--- src/rtl/alu_decode_stage.sv ---
// rtl/alu_decode_stage.sv - RV32I decode stage feeding the ALU, buffered by a small FIFO.
// Decode is combinational on i_inst; the decoded entry is captured at push and presented from the head.
module alu_decode_stage #(
    parameter int DEPTH = 2
) (
    input  logic        i_clk,
    input  logic        i_rst_n,
    input  logic        i_valid,
    output logic        o_ready,
    input  logic [31:0] i_inst,
    input  logic [31:0] i_pc,
    output logic        o_valid,
    input  logic        i_ready,
    output logic [2:0]  o_opsel,
    output logic        o_sub,
    output logic        o_unsigned,
    output logic        o_arith,
    output logic [1:0]  o_op1_sel,
    output logic        o_op2_imm,
    output logic [31:0] o_imm,
    output logic [4:0]  o_rs1,
    output logic [4:0]  o_rs2,
    output logic [4:0]  o_rd,
    output logic        o_rd_wen,
    output logic [31:0] o_pc,
    output logic        o_illegal
);
    localparam int AW = (DEPTH > 1) ? $clog2(DEPTH) : 1;
    localparam int EW = 90;
    localparam logic [AW:0] DEPTH_C = (AW+1)'(DEPTH);

    localparam logic [6:0] OPC_OP     = 7'b0110011;
    localparam logic [6:0] OPC_OP_IMM = 7'b0010011;
    localparam logic [6:0] OPC_LOAD   = 7'b0000011;
    localparam logic [6:0] OPC_JALR   = 7'b1100111;
    localparam logic [6:0] OPC_STORE  = 7'b0100011;
    localparam logic [6:0] OPC_BRANCH = 7'b1100011;
    localparam logic [6:0] OPC_LUI    = 7'b0110111;
    localparam logic [6:0] OPC_AUIPC  = 7'b0010111;
    localparam logic [6:0] OPC_JAL    = 7'b1101111;

    logic [EW-1:0] r_mem [DEPTH];
    logic [AW-1:0] r_wr_ptr;
    logic [AW-1:0] r_rd_ptr;
    logic [AW:0]   r_count;

    logic [2:0]  w_funct3;
    logic [2:0]  w_opsel;
    logic        w_sub;
    logic        w_unsigned;
    logic        w_arith;
    logic [1:0]  w_op1_sel;
    logic        w_op2_imm;
    logic [31:0] w_imm;
    logic        w_wen_raw;
    logic        w_rd_wen;
    logic        w_illegal;
    logic [31:0] w_imm_i;
    logic [31:0] w_imm_s;
    logic [31:0] w_imm_b;
    logic [31:0] w_imm_u;
    logic [31:0] w_imm_j;
    logic [EW-1:0] w_entry;
    logic        w_push;
    logic        w_pop;

    assign w_funct3 = i_inst[14:12];
    assign w_imm_i  = {{20{i_inst[31]}}, i_inst[31:20]};
    assign w_imm_s  = {{20{i_inst[31]}}, i_inst[31:25], i_inst[11:7]};
    assign w_imm_b  = {{19{i_inst[31]}}, i_inst[31], i_inst[7], i_inst[30:25], i_inst[11:8], 1'b0};
    assign w_imm_u  = {i_inst[31:12], 12'b0};
    assign w_imm_j  = {{11{i_inst[31]}}, i_inst[31], i_inst[19:12], i_inst[20], i_inst[30:21], 1'b0};

    always_comb begin
        w_opsel    = 3'b000;
        w_sub      = 1'b0;
        w_unsigned = 1'b0;
        w_arith    = 1'b0;
        w_op1_sel  = 2'b00;
        w_op2_imm  = 1'b0;
        w_imm      = 32'h0;
        w_wen_raw  = 1'b0;
        w_illegal  = 1'b0;
        case (i_inst[6:0])
            OPC_OP: begin
                w_opsel    = w_funct3;
                w_sub      = i_inst[30] & (w_funct3 == 3'b000);
                w_arith    = i_inst[30] & (w_funct3 == 3'b101);
                w_unsigned = (w_funct3 == 3'b011);
                w_wen_raw  = 1'b1;
            end
            OPC_OP_IMM: begin
                w_opsel    = w_funct3;
                w_arith    = i_inst[30] & (w_funct3 == 3'b101);
                w_unsigned = (w_funct3 == 3'b011);
                w_op2_imm  = 1'b1;
                w_imm      = w_imm_i;
                w_wen_raw  = 1'b1;
            end
            OPC_LOAD, OPC_JALR: begin
                w_op2_imm  = 1'b1;
                w_imm      = w_imm_i;
                w_wen_raw  = 1'b1;
            end
            OPC_STORE: begin
                w_op2_imm  = 1'b1;
                w_imm      = w_imm_s;
            end
            OPC_BRANCH: begin
                w_sub      = 1'b1;
                w_unsigned = w_funct3[1];
                w_imm      = w_imm_b;
            end
            OPC_LUI: begin
                w_op1_sel  = 2'b10;
                w_op2_imm  = 1'b1;
                w_imm      = w_imm_u;
                w_wen_raw  = 1'b1;
            end
            OPC_AUIPC: begin
                w_op1_sel  = 2'b01;
                w_op2_imm  = 1'b1;
                w_imm      = w_imm_u;
                w_wen_raw  = 1'b1;
            end
            OPC_JAL: begin
                w_op1_sel  = 2'b01;
                w_op2_imm  = 1'b1;
                w_imm      = w_imm_j;
                w_wen_raw  = 1'b1;
            end
            default: w_illegal = 1'b1;
        endcase
    end

    // x0 is never a real write target
    assign w_rd_wen = w_wen_raw & (|i_inst[11:7]);

    assign w_entry = {w_opsel, w_sub, w_unsigned, w_arith, w_op1_sel, w_op2_imm, w_imm,
                      i_inst[19:15], i_inst[24:20], i_inst[11:7], w_rd_wen, i_pc, w_illegal};

    assign o_ready = (r_count < DEPTH_C);
    assign o_valid = (r_count != '0);
    assign w_push  = i_valid && o_ready;
    assign w_pop   = o_valid && i_ready;

    always_ff @(posedge i_clk or negedge i_rst_n) begin
        if (!i_rst_n) begin
            for (int i = 0; i < DEPTH; i++) begin
                r_mem[i] <= '0;
            end
            r_wr_ptr <= '0;
            r_rd_ptr <= '0;
            r_count  <= '0;
        end else begin
            if (w_push) begin
                r_mem[r_wr_ptr] <= w_entry;
                r_wr_ptr        <= r_wr_ptr + 1'b1;
            end
            if (w_pop) begin
                r_rd_ptr <= r_rd_ptr + 1'b1;
            end
            case ({w_push, w_pop})
                2'b10:   r_count <= r_count + 1'b1;
                2'b01:   r_count <= r_count - 1'b1;
                default: r_count <= r_count;
            endcase
        end
    end

    assign {o_opsel, o_sub, o_unsigned, o_arith, o_op1_sel, o_op2_imm, o_imm,
            o_rs1, o_rs2, o_rd, o_rd_wen, o_pc, o_illegal} = r_mem[r_rd_ptr];

endmodule

--- config.mk ---
export PLATFORM = sky130hd
export DESIGN_NAME = alu_decode_stage
export DESIGN_NICKNAME = d
export VERILOG_FILES = /design/src/rtl/alu_decode_stage.sv
export SDC_FILE = /design/constraint.sdc
export NUM_CORES = 1
export LEC_CHECK = 0
export ABC_AREA = 0
export CORE_AREA = 4 4 142 144
export DETAILED_ROUTE_END_ITERATION = 7
export DIE_AREA = 0 0 146 148
export GPL_TIMING_DRIVEN = 0
export PLACE_DENSITY_LB_ADDON = 0.12
export SYNTH_ARGS = -nofsm -noshare
export SYNTH_HDL_FRONTEND = slang
export SYNTH_SLANG_ARGS = --single-unit
--- constraint.sdc ---
create_clock -name i_clk -period 1.7 [get_ports i_clk]
set_input_delay 0.17 -clock i_clk [delete_from_list [all_inputs] [get_ports i_clk]]
set_output_delay 0.17 -clock i_clk [all_outputs]
set_load 0.03 [all_outputs]
# Word-level counts from Yosys, hierarchy flattened
# Cells that the tools add are included.
# W data, S select, Z words.
# word_totals
reg_bits,184
in_bits,68
out_inout_bits,92
# op_classes
addsub,4
order_cmp,4
eq_ne,13
mux,16
n_bitwise,5
n_reduce_logical,14
# op_table
op,n
$mux W90,4
$bwmux W180,1
$pmux W32 S5,1
$demux W90 S1,1
$eq A7 B6 Y1 const B,3
$eq A7 B7 Y1 const B,3
$eq A7 B5 Y1 const B,2
$reduce_or A7 Y1,2
$reduce_or A9 Y1,1
$pmux W2 S2,2
$eq A7 B2 Y1 const B,1
$reduce_or A2 Y1,3
$reduce_or A5 Y1,1
$ge A2 B2 Y1 const B,2
$mux W1,4
$not A1 Y2,2
$pmux W1 S2,2
$reduce_bool A2 Y1,2
$and A1 B1 Y1,3
$eq A3 B2 Y1 const B,1
$eq A3 B3 Y1 const B,1
$logic_and A1 B1 Y1,3
$logic_not A3 Y1,1
$mux W3,1
8 further kinds,9

# Depth between registers and ports, before layout
# Gate-level depths: netlist (run 1).
# logic_depth
depth_word,6
ltp_mapped,7
ltp_nobuf,6

# Least setup slack after synthesis (run 1)
# OpenSTA, ideal clock, no wires.
# synth_timing
kind,register -> register
from,reg r_count[1]
to,reg r_mem[67] (netlist bit)
arrival_time_ns,1.541
path_slack_ns,0.033
path_stages_with_launch,5
n_path_buf,1
period_less_slack_ns,1.667
cell_sequence,dfrtp_1 inv_1 nand3_1 clkbuf_1 a221o_1
# synth_between
elab_chain_len,2
# synth_lines
item,line,rtl
"start, declared",45,logic [AW:0] r_count;
"start signal, assigned",164,2'b10: r_count <= r_count + 1'b1;
"start signal, assigned",165,2'b01: r_count <= r_count - 1'b1;
"start signal, assigned",166,default: r_count <= r_count;
$lt A2 B2 Y1,142,assign o_ready = (r_count < DEPTH_C);
named net o_ready,9,"output logic o_ready,"
$logic_and A1 B1 Y1,144,assign w_push = i_valid && o_ready;
"end signal, assigned by index",157,r_mem[r_wr_ptr] <= w_entry;
"end, declared",42,logic [EW-1:0] r_mem [DEPTH];
# The timed path passes the listed nets, and every way through them passes these cells.
# A chain may end at the register's enable or synchronous reset.

# Worst setup path in the final report (run 1)
# layout_timing
from,reg r_rd_ptr
to,out o_rs2[2]
# layout_between
elab_chain_len,4
# layout_lines
item,line,rtl
"start, declared",44,logic [AW-1:0] r_rd_ptr;
"start signal, assigned",161,r_rd_ptr <= r_rd_ptr + 1'b1;
$not A1 Y2 (not written as such),172,"o_rs1, o_rs2, o_rd, o_rd_wen, o_pc, o_illegal} = r_mem[r_rd_ptr];"
$mux W90 (not written as such) (3 in series),172,
"end, declared",22,"output logic [4:0] o_rs2,"
# Every way passes these cells. The select of a mux whose other input is x is not followed.

==> summary.txt, run 1 <==
Setup path
  – Worst-path maximum fanout: 10
  – Worst EP required: about 1.5 ns
  – Critical R2R Launch: r_count[1]
  – Reg-to-reg slack, setup: 0.09 ns
  – Reg2reg path depth: 4
  – Critical Path End Type: primary output
  – Reg2reg end: r_mem[68]
  – Worst EP arrival: 1.70 ns
  – Startpoint Class: flip-flop
  – Crit Path Category: flip-flop to primary output

STA
  – Hold Fails Final Rpt: 0
  – Tmin final: between 1.5 and 2 ns
  – FMAX: ~530 MHz
  – RSZ-0062 raised after global routing: yes
  – Max-Slew Margin vs Limit: 0.552
  – Final setup vio count: 89
  – Period Utilization, post-route: 1.10
  – Clock Skews: between 0.007 and 0.008 ns
  – Slew @ Worst Pin: ~0.67 ns
  – Final Slew Violations: 0
  – Setup slack after layout: -0.175 ns

Worst hold path
  – Worst Hold Class: input pin to flip-flop
  – Critical hold path startpoint: i_pc[31]
  – Min-Delay Endpoint: r_mem[32]
  – WHS Path Cells: 3

Placement
  – Port Buffers: 159
  – Placer congestion estimate: 0.857
  – Number of cells after detailed placement: roughly 1200
  – DP HPWL: about 16000 um

Detailed routing
  – Via count: 6723
  – DRT antenna net count: 0
  – Wire per inst: ~18 um
  – DRT Pass-1 Iters: 5
  – DRC viols: 0
  – Via-to-Cell Ratio: between 5 and 6
  – Final Routed Wirelength: about 24000 um
  – Initial DRC count: between 300 and 400

Pwr
  – Power Dens Cells: approximately 2000 nW/um^2
  – Maximum VDD drop: 1.36 mV
  – Lkg Pwr: between 5 and 6 nW
  – Final Total Pwr: between 0.02 and 0.025 W

CTS
  – CTS tree: yes
  – CTS Buffer Depth: 2
  – TritonCTS Buffers: 17
  – CTS HTree Levels: 4
  – Cell at the root of the clock tree: clkbuf_16
  – Clock transition at path regs: ~0.07 ns
  – Clock latency on the worst-skew pair: ~0.42 ns
  – Sink Count: between 150 and 200

Global route
  – First-pass GRT wire length: 36800 um
  – Met1 usage: 0.298
  – Largest net degree at the start of global routing: 100
  – GRT busiest layer: met2
  – M3 GR Usage: 0.0543
  – Antenna violations before repair: 0
  – Gr usage total: 0.214
  – Met2 Resource Use GR: 0.332
  – Vias in the first global route: approximately 7000
  – GRT overflow: 0

Synthesis
  – Synth Flop Type: dfrtp_1
  – Synthesized area: around 8300 um^2
  – Yosys warnings: 0
  – Register bit total from synthesis: around 180
  – Number of synthesized flops with an enable pin: 0
  – Netlist cell types: 49
  – Share of synthesized flip-flops with an asynchronous set or reset: 1.00
  – Synthesized Nets: 919
  – Avg Inst Size Synth: ~9.8 um^2
  – Seq/Total Area, Yosys: 0.552
  – Mapped Cells: 850

Floorplanning
  – Die Wd: 146 um
  – Die Footprint: 21600 um^2
  – Standard-cell rows: 50
  – Starting density of the core: 0.446
  – Core Region: ~19000 um^2
  – Die height: ~150 um
  – # IOs: 160

Job
  – Max-Cap Viols: 0

Layout
  – Layout area overhead: 39.7%
  – Most frequent cells in the layout: 322 x nand2_1, 182 x dfrtp_1, 93 x buf_6, 72 x mux2_4, 66 x clkdlybuf4s50_1
  – Fillers: roughly 1600
  – N_diodes: 0
  – Fraction of layout cells with a size suffix above 1: 0.277
  – Post-Layout Cell Count: about 1300
  – Most common cell after layout, fill and taps aside: nand2_1
  – Layout Nets: 1105

Status
  – Status: finished, violations left
  – Failing checks: setup timing
==> through the flow <==
| step | util | worst slack, ns | hold WS (ns) | TNS (ns) | instance area, um^2 |
|---|---|---|---|---|---|
| global placement | 0.547 | -7.36 | 0.452 | -1512.19 | 10200 |
| global route | 0.623 | -0.229 | 0.299 | -14.93 | 11700 |
| detailed placement | 0.549 | -0.977 | 0.212 | -158.19 | 10300 |
| finish | 0.623 | -0.175 | 0.298 | -10.15 | 11700 |
| CTS | 0.588 | -0.195 | 0.277 | -13.55 | 11000 |
| floorplan | - | 0.0332 | -0.126 | 0 | 8350 |
==> power breakdown <==
part	internal, W	leakage (nW)	switching [W]	total [W]
registers	0.00599	2.35	0.000903	0.00690
clock network	0.00256	0.303	0.00174	0.00429
logic	0.00567	3.11	0.00628	0.0119
total	0.0142	5.76	0.00892	0.0231
==> critical path, cell delays in order, from the launching register on <==
cell       delay, ns
dfrtp_2         0.41
buf_12          0.17
clkbuf_16       0.18
mux2_2          0.36
buf_6           0.14
==> routing by layer <==
metal  share of wire  vias to the layer above
met2            0.46                      222
met4           0.020                        0
met3           0.056                       37
li1                -                     3213
met5               0                        -
met1            0.46                     3251
==> registers in the layout, summed over array words and instances, names as in the netlist <==
name / count
r_wr_ptr: 1
r_mem: 180
r_rd_ptr: 1
r_count: 2
==> cell families (layout without fill, tap and decap cells) <==
group | count (synthesis) | in the layout | share of synthesized area
AO/OA/AOI/OAI | 112 | 112 | 0.0911
XOR/XNOR | 4 | 4 | 0.00420
adder cells (fa/ha/maj) | 1 | 1 | 0.00150
buffers and inverters | 56 | 254 | 0.0292
flip-flops | 184 | 184 | 0.552
multiplexers | 95 | 95 | 0.128
AND/OR/NAND/NOR | 398 | 399 | 0.194
==> what timing repair did <==
item	4_1_cts	5_1_grt
setup buffers	3	2
gates cloned	1	3
endpoints found under the setup margin	257	247
pin swaps	0	2
hold buffers	1	0
hold endpoints to repair	85	0
resized for setup	594	236
==> worst max path at each step <==
| stage | startpoint | end | slack (ns) | depth (start not counted) |
|---|---|---|---|---|
| floorplan | r_count[1] | r_mem[67] | 0.03 | 4 |
| global placement | i_rst_n | r_mem[133] | -7.36 | 1 |
| detailed placement | r_rd_ptr | o_imm[2] | -0.98 | 4 |
| CTS | r_rd_ptr | o_pc[9] | -0.19 | 4 |
| global route | r_rd_ptr | o_rs2[2] | -0.23 | 4 |
| finish | r_rd_ptr | o_rs2[2] | -0.17 | 4 |
==> synth_stat cells, types with 2 or more instances <==
master	number	area (um^2)
and3_1	2	12.5
nand2_1	322	1210
nand3_1	4	20.0
a21oi_4	2	32.5
buf_2	21	105
o22ai_1	2	12.5
nor2_1	40	150
o21ai_0	27	135
mux2_2	95	1070
nor3_1	4	20.0
a21oi_1	37	185
inv_1	4	15.0
a221o_1	16	160
clkbuf_1	25	93.8
and2_1	3	18.8
nand2b_1	3	18.8
or2_2	3	18.8
dfrtp_1	184	4600
a22o_1	12	105
nor2b_1	4	25.0
xnor2_1	3	26.3
a22oi_1	4	30.0
buf_1	5	18.8
o31ai_1	3	22.5
==> final cells by class <==
type	count	area, um^2	area share
Clock buffer	19	453	0.0388
Inverter	4	15.0	0.00129
Timing Repair Buffer	169	1820	0.156
Sequential cell	184	4610	0.395
Buffer	49	438	0.0376
Tap cell	234	293	0.0251
Clock inverter	13	190	0.0163
Multi-Input combinational cell	611	3840	0.329
Note: power is estimated with default switching activity, not from simulation.
==> run 2, diff against run 1 <==
--- a/config.mk
+++ b/config.mk
@@ -6,9 +6,11 @@
 export NUM_CORES = 1
 export LEC_CHECK = 0
 export ABC_AREA = 0
-export CORE_AREA = 4 4 142 144
+export CELL_PAD_IN_SITES_DETAIL_PLACEMENT = 0
+export CELL_PAD_IN_SITES_GLOBAL_PLACEMENT = 1
+export CORE_AREA = 4 4 158 160
 export DETAILED_ROUTE_END_ITERATION = 7
-export DIE_AREA = 0 0 146 148
+export DIE_AREA = 0 0 162 164
 export GPL_TIMING_DRIVEN = 0
 export PLACE_DENSITY_LB_ADDON = 0.12
 export SYNTH_ARGS = -nofsm -noshare
==> run 2 against run 1 <==
- the run still ends with setup timing left
- power decreased by 8.5%
- largest power group unchanged
- first-iteration DRC count increased by 7.6%
- worst hold slack worse by 0.0063 ns
- register-to-register slack got worse by 0.02 ns
- non-clock buffer count fell by 2
- critical path depth is the same
- sequential power decreased by 1%
- sequential share of layout area is 1.8 points higher
- count of clock-buffer cells in the layout rose by 2
- wire length increased by 6.6%
==> summary.txt, run 2 (synthesis gave the netlist of run 1 again) <==
Layout
  – Max FFs per register: 180 (unchanged)
  – Most frequent cells in the layout: 322 x nand2_1, 183 x dfrtp_1, 72 x buf_2, 66 x mux2_2, 66 x clkdlybuf4s50_1
  – Largest registers: r_mem: 180 flops, r_count: 2 flops
  – N_diodes: 0 (unchanged)
  – Layout Nets: 1103 (-0.18%)
  – Fillers: 2277 (+45%)
  – Layout area overhead: 33.5%
  – Final Cell Area: 11100 um^2 (-4.4%)
  – Largest reg by FF count: r_mem
  – Most common cell after layout, fill and taps aside: nand2_1
  – Fraction of layout cells with a size suffix above 1: 0.276 (-0.00112)

Setup path
  – Crit path max-delay family: buffers and inverters
  – Worst EP arrival: 1.71 ns (about the same)
  – CP max stage delay: 0.39 ns (-0.02 ns)
  – Worst EP required: 1.53 ns (about the same)
  – Worst-path maximum fanout: 10 (unchanged)
  – Critical Path Stages: 4 (unchanged)
  – WP buf/inv: 3 (unchanged)
  – CP cell instances: buf_12 > clkbuf_8 > mux2_2 > buf_2
  – Critical path's slowest cell: dfrtp_2
  – Startpoint Class: flip-flop
  – Critical Path End Type: primary output
  – Crit Path Category: flip-flop to primary output
  – Reg2reg path depth: 4 (unchanged)

Placement
  – Dpl cell area: 10400 um^2 (+1.0%)
  – DP HPWL: 17200 um (+7.4%)
  – Port Buffers: 159 (unchanged)
  – Placer congestion estimate: 0.833 (-2.8%)

CTS
  – CTS Buffer Depth: 2 (unchanged)
  – Cell at the root of the clock tree: clkbuf_16
  – TritonCTS Buffers: 17 (unchanged)
  – Sink Count: 184 (unchanged)
  – Clock transition at path regs: 0.07 ns (about the same)
  – CTS tree: yes
  – Clock latency on the worst-skew pair: 0.43 ns (about the same)
  – CTS HTree Levels: 4 (unchanged)

Worst hold path
  – WHS Path Cells: 3 (unchanged)
  – Worst Hold Class: input pin to flip-flop

Detailed routing
  – Final Routed Wirelength: 25200 um (+6.6%)
  – DRT Pass-1 Iters: 4 (-1)
  – Via count: 6651 (-1.1%)
  – Via-to-Cell Ratio: 4.87 (-7.0%)
  – Wire per inst: 18.5 um (+0.21%)
  – Initial DRC count: 409 (+7.6%)
  – DRT antenna net count: 0 (unchanged)
  – DRC viols: 0 (unchanged)

Global route
  – Antenna violations before repair: 0 (unchanged)
  – GRT overflow: 0 (unchanged)
  – Vias in the first global route: 6828 (+0.029%)
  – Gr usage total: 0.190 (-0.0235)
  – Largest net degree at the start of global routing: 97 (-3.0%)
  – First-pass GRT wire length: 39300 um (+6.8%)

STA
  – Final setup vio count: 89 (unchanged)
  – Tmin final: 1.88 ns (+0.00431 ns)
  – Slew @ Worst Pin: 0.700 ns (+0.0279 ns)
  – Clock Skews: 0.0122 ns (+0.00523 ns)
  – Period Utilization, post-route: 1.11 (+0.00254)
  – FMAX: 532 MHz (-0.23%)
  – Final Slew Violations: 0 (unchanged)
  – RSZ-0062 raised after global routing: yes
  – Setup slack after layout: -0.179 ns (-0.00431 ns)
  – Max-Slew Margin vs Limit: 0.534 (-0.0186)
  – Hold Fails Final Rpt: 0 (unchanged)

Job
  – Max-Cap Viols: 0 (unchanged)

Pwr
  – Clock network fraction of design power: 0.187 (about the same)
  – Sw frac: 0.407 (+0.0217)
  – Power Dens Cells: 1900 nW/um^2 (-4.2%)
  – Maximum VDD drop: 1.25 mV (-8.3%)
  – Gate power share: 0.491 (-0.025)
  – Lkg Pwr: 5.48 nW (-5.0%)
  – P_int: 0.0126 W (-12%)
  – Psw: 0.00862 W (-3.3%)
  – Sequential fraction of design power: 0.322 (+0.024)
  – Final Total Pwr: 0.0212 W (-8.5%)

Floorplanning
  – Standard-cell rows: 56 (+12%)
  – Die height: 164 um (+11%)
  – Die Footprint: 26600 um^2 (+23%)
  – # IOs: 160 (unchanged)
  – Die Wd: 162 um (+11%)
  – Starting density of the core: 0.357 (-0.0896)
  – Core Region: 23400 um^2 (+25%)

Status
  – Status: finished, violations left
  – Failing checks: setup timing
[run 2: cell count changes in the layout (fill, tap and decap cells not counted), moves of 2 or more]
cell / before / now
buf_6: 93 / 31
buf_2: 21 / 72
buf_8: 2 / 4
bufinv_16: 4 / 2
clkinvlp_4: 4 / 2
mux2_2: 23 / 66
buf_12: 3 / 1
nor3_2: 0 / 2
mux2_4: 72 / 29
buf_4: 3 / 13
[run 2: worst min-delay path: stages]
cell,delay [ns]
clkdlybuf4s50_1,0.42
nand2_1,0.06
nand2_1,0.04
[run 2: cell type report]
class                   instances  area [um^2]  share of cell area
clock buffers                  21          460              0.0413
well taps                     319          399              0.0358
repair buffers                167         1450               0.130
inverters                       4         15.0             0.00135
flip-flops and latches        184         4610               0.413
clock inverters                10          120              0.0108
multi-input cells             611         3680               0.330
plain buffers                  49          422              0.0378
[run 2: final timing paths]
check / from / end / slack [ns]
worst max-delay path: r_rd_ptr / o_rs1[3] / -0.18
min in group asynchronous: i_rst_n / r_mem[177] / 0.38
worst max register to register: r_count[1] / r_mem[158] / 0.07
worst min-delay path: i_pc[4] / r_mem[95] / 0.29
worst min register to register: r_mem[134] / r_mem[134] / 0.47
max in group asynchronous: i_rst_n / r_mem[64] / 0.40
[run 2: repair_timing]
item	in CTS	in global routing
hold buffers	1	0
pin swaps	0	2
endpoints found under the setup margin	257	226
gates cloned	2	2
endpoints found under the hold margin	88	0
setup buffers	3	0
resized for setup	593	41
[run 2: power groups by stage]
stage               Clock [W]  Combinational, W  Sequential [W]
floorplan                   0           0.00649         0.00660
global placement            0            0.0101         0.00682
detailed placement          0            0.0102         0.00683
CTS                   0.00406            0.0104         0.00680
global route          0.00423            0.0113         0.00702
finish                0.00395            0.0104         0.00682
[run 2: through the flow]
stage	setup TNS, ns	util	hold WS, ns	setup slack (ns)	std cells
6_report	-13.35	0.476	0.292	-0.179	1365
5_1_grt	-17.97	0.476	0.298	-0.235	1365
4_1_cts	-14.67	0.472	0.277	-0.205	1363
3_5_place_dp	-171.03	0.443	0.247	-1.13	1329
3_3_place_gp	-1587.90	0.442	0.453	-7.68	1328
2_1_floorplan	0	-	-0.126	0.0332	850
[run 2: metal layers]
metal  track usage  vias to the layer above  wire length (um)
met3        0.0361                       19              1050
met4        0.0488                        0               339
li1              -                     3209                 -
met1         0.280                     3275             12600
met5             0                        -                 0
met2         0.291                      148             11200
==> run 3, diff against run 2 <==
--- a/config.mk
+++ b/config.mk
@@ -8,9 +8,9 @@
 export ABC_AREA = 0
 export CELL_PAD_IN_SITES_DETAIL_PLACEMENT = 0
 export CELL_PAD_IN_SITES_GLOBAL_PLACEMENT = 1
-export CORE_AREA = 4 4 158 160
+export CORE_AREA = 4 4 160 162
 export DETAILED_ROUTE_END_ITERATION = 7
-export DIE_AREA = 0 0 162 164
+export DIE_AREA = 0 0 164 166
 export GPL_TIMING_DRIVEN = 0
 export PLACE_DENSITY_LB_ADDON = 0.12
 export SYNTH_ARGS = -nofsm -noshare
==> run 3 against run 2 <==
- the flow still finishes with violations (setup timing)
- power up 7.0%
- final area up 4.7%
- clock power down 3%
- setup slack better by 0.020 ns
- register-to-register slack better by 0.04 ns
- critical endpoint unchanged
- highest routed layer is now met5
==> summary.txt, run 3 (synthesis gave the netlist of run 1 again) <==
Status
  – Status: finished, violations left
  – Failing checks: setup timing

STA
  – Hold Fails Final Rpt: 0 (unchanged)
  – Clock Skews: 0.0164 ns (+0.00412 ns)
  – Tmin final: 1.86 ns (-0.0196 ns)
  – Slew @ Worst Pin: 0.816 ns (+0.116 ns)
  – Period Utilization, post-route: 1.09 (-0.0115)
  – Setup TNS: -10.66 ns (+2.69 ns)
  – Hold WS: 0.288 ns (-0.00427 ns)
  – Setup slack after layout: -0.159 ns (+0.0196 ns)
  – Final setup vio count: 90 (+1.1%)
  – RSZ-0062 raised after global routing: yes
  – FMAX: 538 MHz (+1.1%)
  – Final Slew Violations: 0 (unchanged)
  – Max-Slew Margin vs Limit: 0.456 (-0.0776)

Global route
  – Vias in the first global route: 7034 (+3.0%)
  – First-pass GRT wire length: 40100 um (+1.9%)
  – GRT overflow: 0 (unchanged)
  – Antenna violations before repair: 1 (+1)
  – Gr usage total: 0.189 (-0.00172)
  – Largest net degree at the start of global routing: 103 (+6.2%)

Floorplanning
  – Die Wd: 164 um (+1.2%)
  – Starting density of the core: 0.346 (-0.0104)
  – Die Footprint: 27200 um^2 (+2.5%)
  – # IOs: 160 (unchanged)
  – Core Region: 24100 um^2 (+3.0%)
  – Standard-cell rows: 57 (+1.8%)
  – Die height: 166 um (+1.2%)

Placement
  – Placer congestion estimate: 0.812 (-2.5%)
  – DP HPWL: 17500 um (+1.7%)
  – Port Buffers: 159 (unchanged)
  – Dpl cell area: 10400 um^2 (about the same)

CTS
  – TritonCTS Buffers: 17 (unchanged)
  – Clock latency on the worst-skew pair: 0.44 ns (about the same)
  – CTS Buffer Depth: 2 (unchanged)
  – Sink Count: 184 (unchanged)
  – Clock transition at path regs: 0.08 ns (about the same)
  – Cell at the root of the clock tree: clkbuf_16
  – CTS tree: yes
  – CTS HTree Levels: 4 (unchanged)

Setup path
  – Worst EP required: 1.53 ns (about the same)
  – Worst EP arrival: 1.69 ns (-0.02 ns)
  – Worst-path maximum fanout: 10 (unchanged)
  – CP max stage delay: 0.42 ns (+0.03 ns)
  – Critical path's slowest cell: dfrtp_2
  – Critical Path End Type: primary output
  – Crit Path Category: flip-flop to primary output
  – Startpoint Class: flip-flop
  – Critical Path Stages: 4 (unchanged)
  – WP buf/inv: 3 (unchanged)
  – Crit path max-delay family: buffers and inverters
  – CP cell instances: buf_12 > clkbuf_16 > mux2_2 > buf_6
  – Reg-to-reg slack, setup: 0.11 ns (+0.04 ns)
  – Reg2reg path depth: 3 (-1)

Detailed routing
  – Wire per inst: 18.9 um (+2.4%)
  – Initial DRC count: 373 (-8.8%)
  – Via count: 6659 (+0.12%)
  – DRT Pass-1 Iters: 5 (+1)
  – Via-to-Cell Ratio: 4.85 (-0.54%)
  – DRC viols: 0 (unchanged)
  – DRT antenna net count: 0 (unchanged)
  – Final Routed Wirelength: 26000 um (+3.1%)

Layout
  – N_diodes: 0 (unchanged)
  – Max FFs per register: 180 (unchanged)
  – Final Core Density: 0.484 (+0.00786)
  – Fraction of layout cells with a size suffix above 1: 0.279 (+0.00276)
  – Final Cell Area: 11700 um^2 (+4.7%)
  – Largest registers: r_mem: 180 flops, r_count: 2 flops
  – Layout area overhead: 39.8%
  – Layout Nets: 1107 (+0.36%)
  – Most frequent cells in the layout: 322 x nand2_1, 183 x dfrtp_1, 86 x buf_6, 66 x clkdlybuf4s50_1, 60 x mux2_4
  – Largest reg by FF count: r_mem
  – Most common cell after layout, fill and taps aside: nand2_1

Pwr
  – Lkg Pwr: 5.70 nW (+4.0%)
  – Power Dens Cells: 1940 nW/um^2 (+2.2%)
  – Maximum VDD drop: 1.23 mV (-1.6%)

Worst hold path
  – WHS Path Cells: 3 (unchanged)
  – Worst Hold Class: input pin to flip-flop

Job
  – Max-Cap Viols: 0 (unchanged)
run 3: layout make-up:
cell class              instances  area (um^2)
flip-flops and latches        184         4610
fillers                      2346        12400
inverters                       4         15.0
repair buffers                171         1840
clock buffers                  20          437
well taps                     324          405
multi-input cells             611         3810
clock inverters                11          116
plain buffers                  49          444
run 3: per-stage QoR:
stage                     power, W  worst slack [ns]  instances
after global placement      0.0170             -7.85       1333
after floorplan             0.0131            0.0332        850
after CTS                   0.0215            -0.196       1370
after global routing        0.0240            -0.218       1374
after detailed placement    0.0170             -1.04       1334
final                       0.0227            -0.159       1374
run 3: path summary, 6_finish.rpt:
path                            from        end
min in group asynchronous    i_rst_n  r_mem[25]
max in group asynchronous    i_rst_n  r_mem[91]
setup / recovery            r_rd_ptr   o_rs1[3]
setup reg to reg            r_wr_ptr  r_mem[62]
hold reg to reg            r_mem[15]  r_mem[15]
hold / removal              i_pc[20]  r_mem[21]
run 3: layer usage:
metal / track usage / vias up / wire, um
li1: - / 3220 / -
met1: 0.260 / 3239 / 11800
met2: 0.301 / 175 / 12300
met3: 0.0472 / 23 / 1470
met4: 0.0427 / 2 / 371
met5: 0 / - / 13
run 3: worst register-to-register path, cell delays in order (launching register included):
cell      delay, ns
dfrtp_1        0.55
nand3_4        0.26
clkbuf_4       0.29
a221o_1        0.38
run 3: power breakdown:
| part | total (W) | internal [W] | switching (W) |
|---|---|---|---|
| clock network | 0.00385 | 0.00204 | 0.00181 |
| registers | 0.00685 | 0.00599 | 0.000862 |
| logic | 0.0120 | 0.00558 | 0.00637 |
run 3: what timing repair did:
item | in CTS | in global routing
endpoints found under the hold margin | 101 | 0
setup endpoints to repair | 268 | 238
buffers inserted | 6 | 0
pin swaps | 0 | 2
resized for setup | 639 | 164
hold buffers | 1 | 0
cloned | 1 | 4
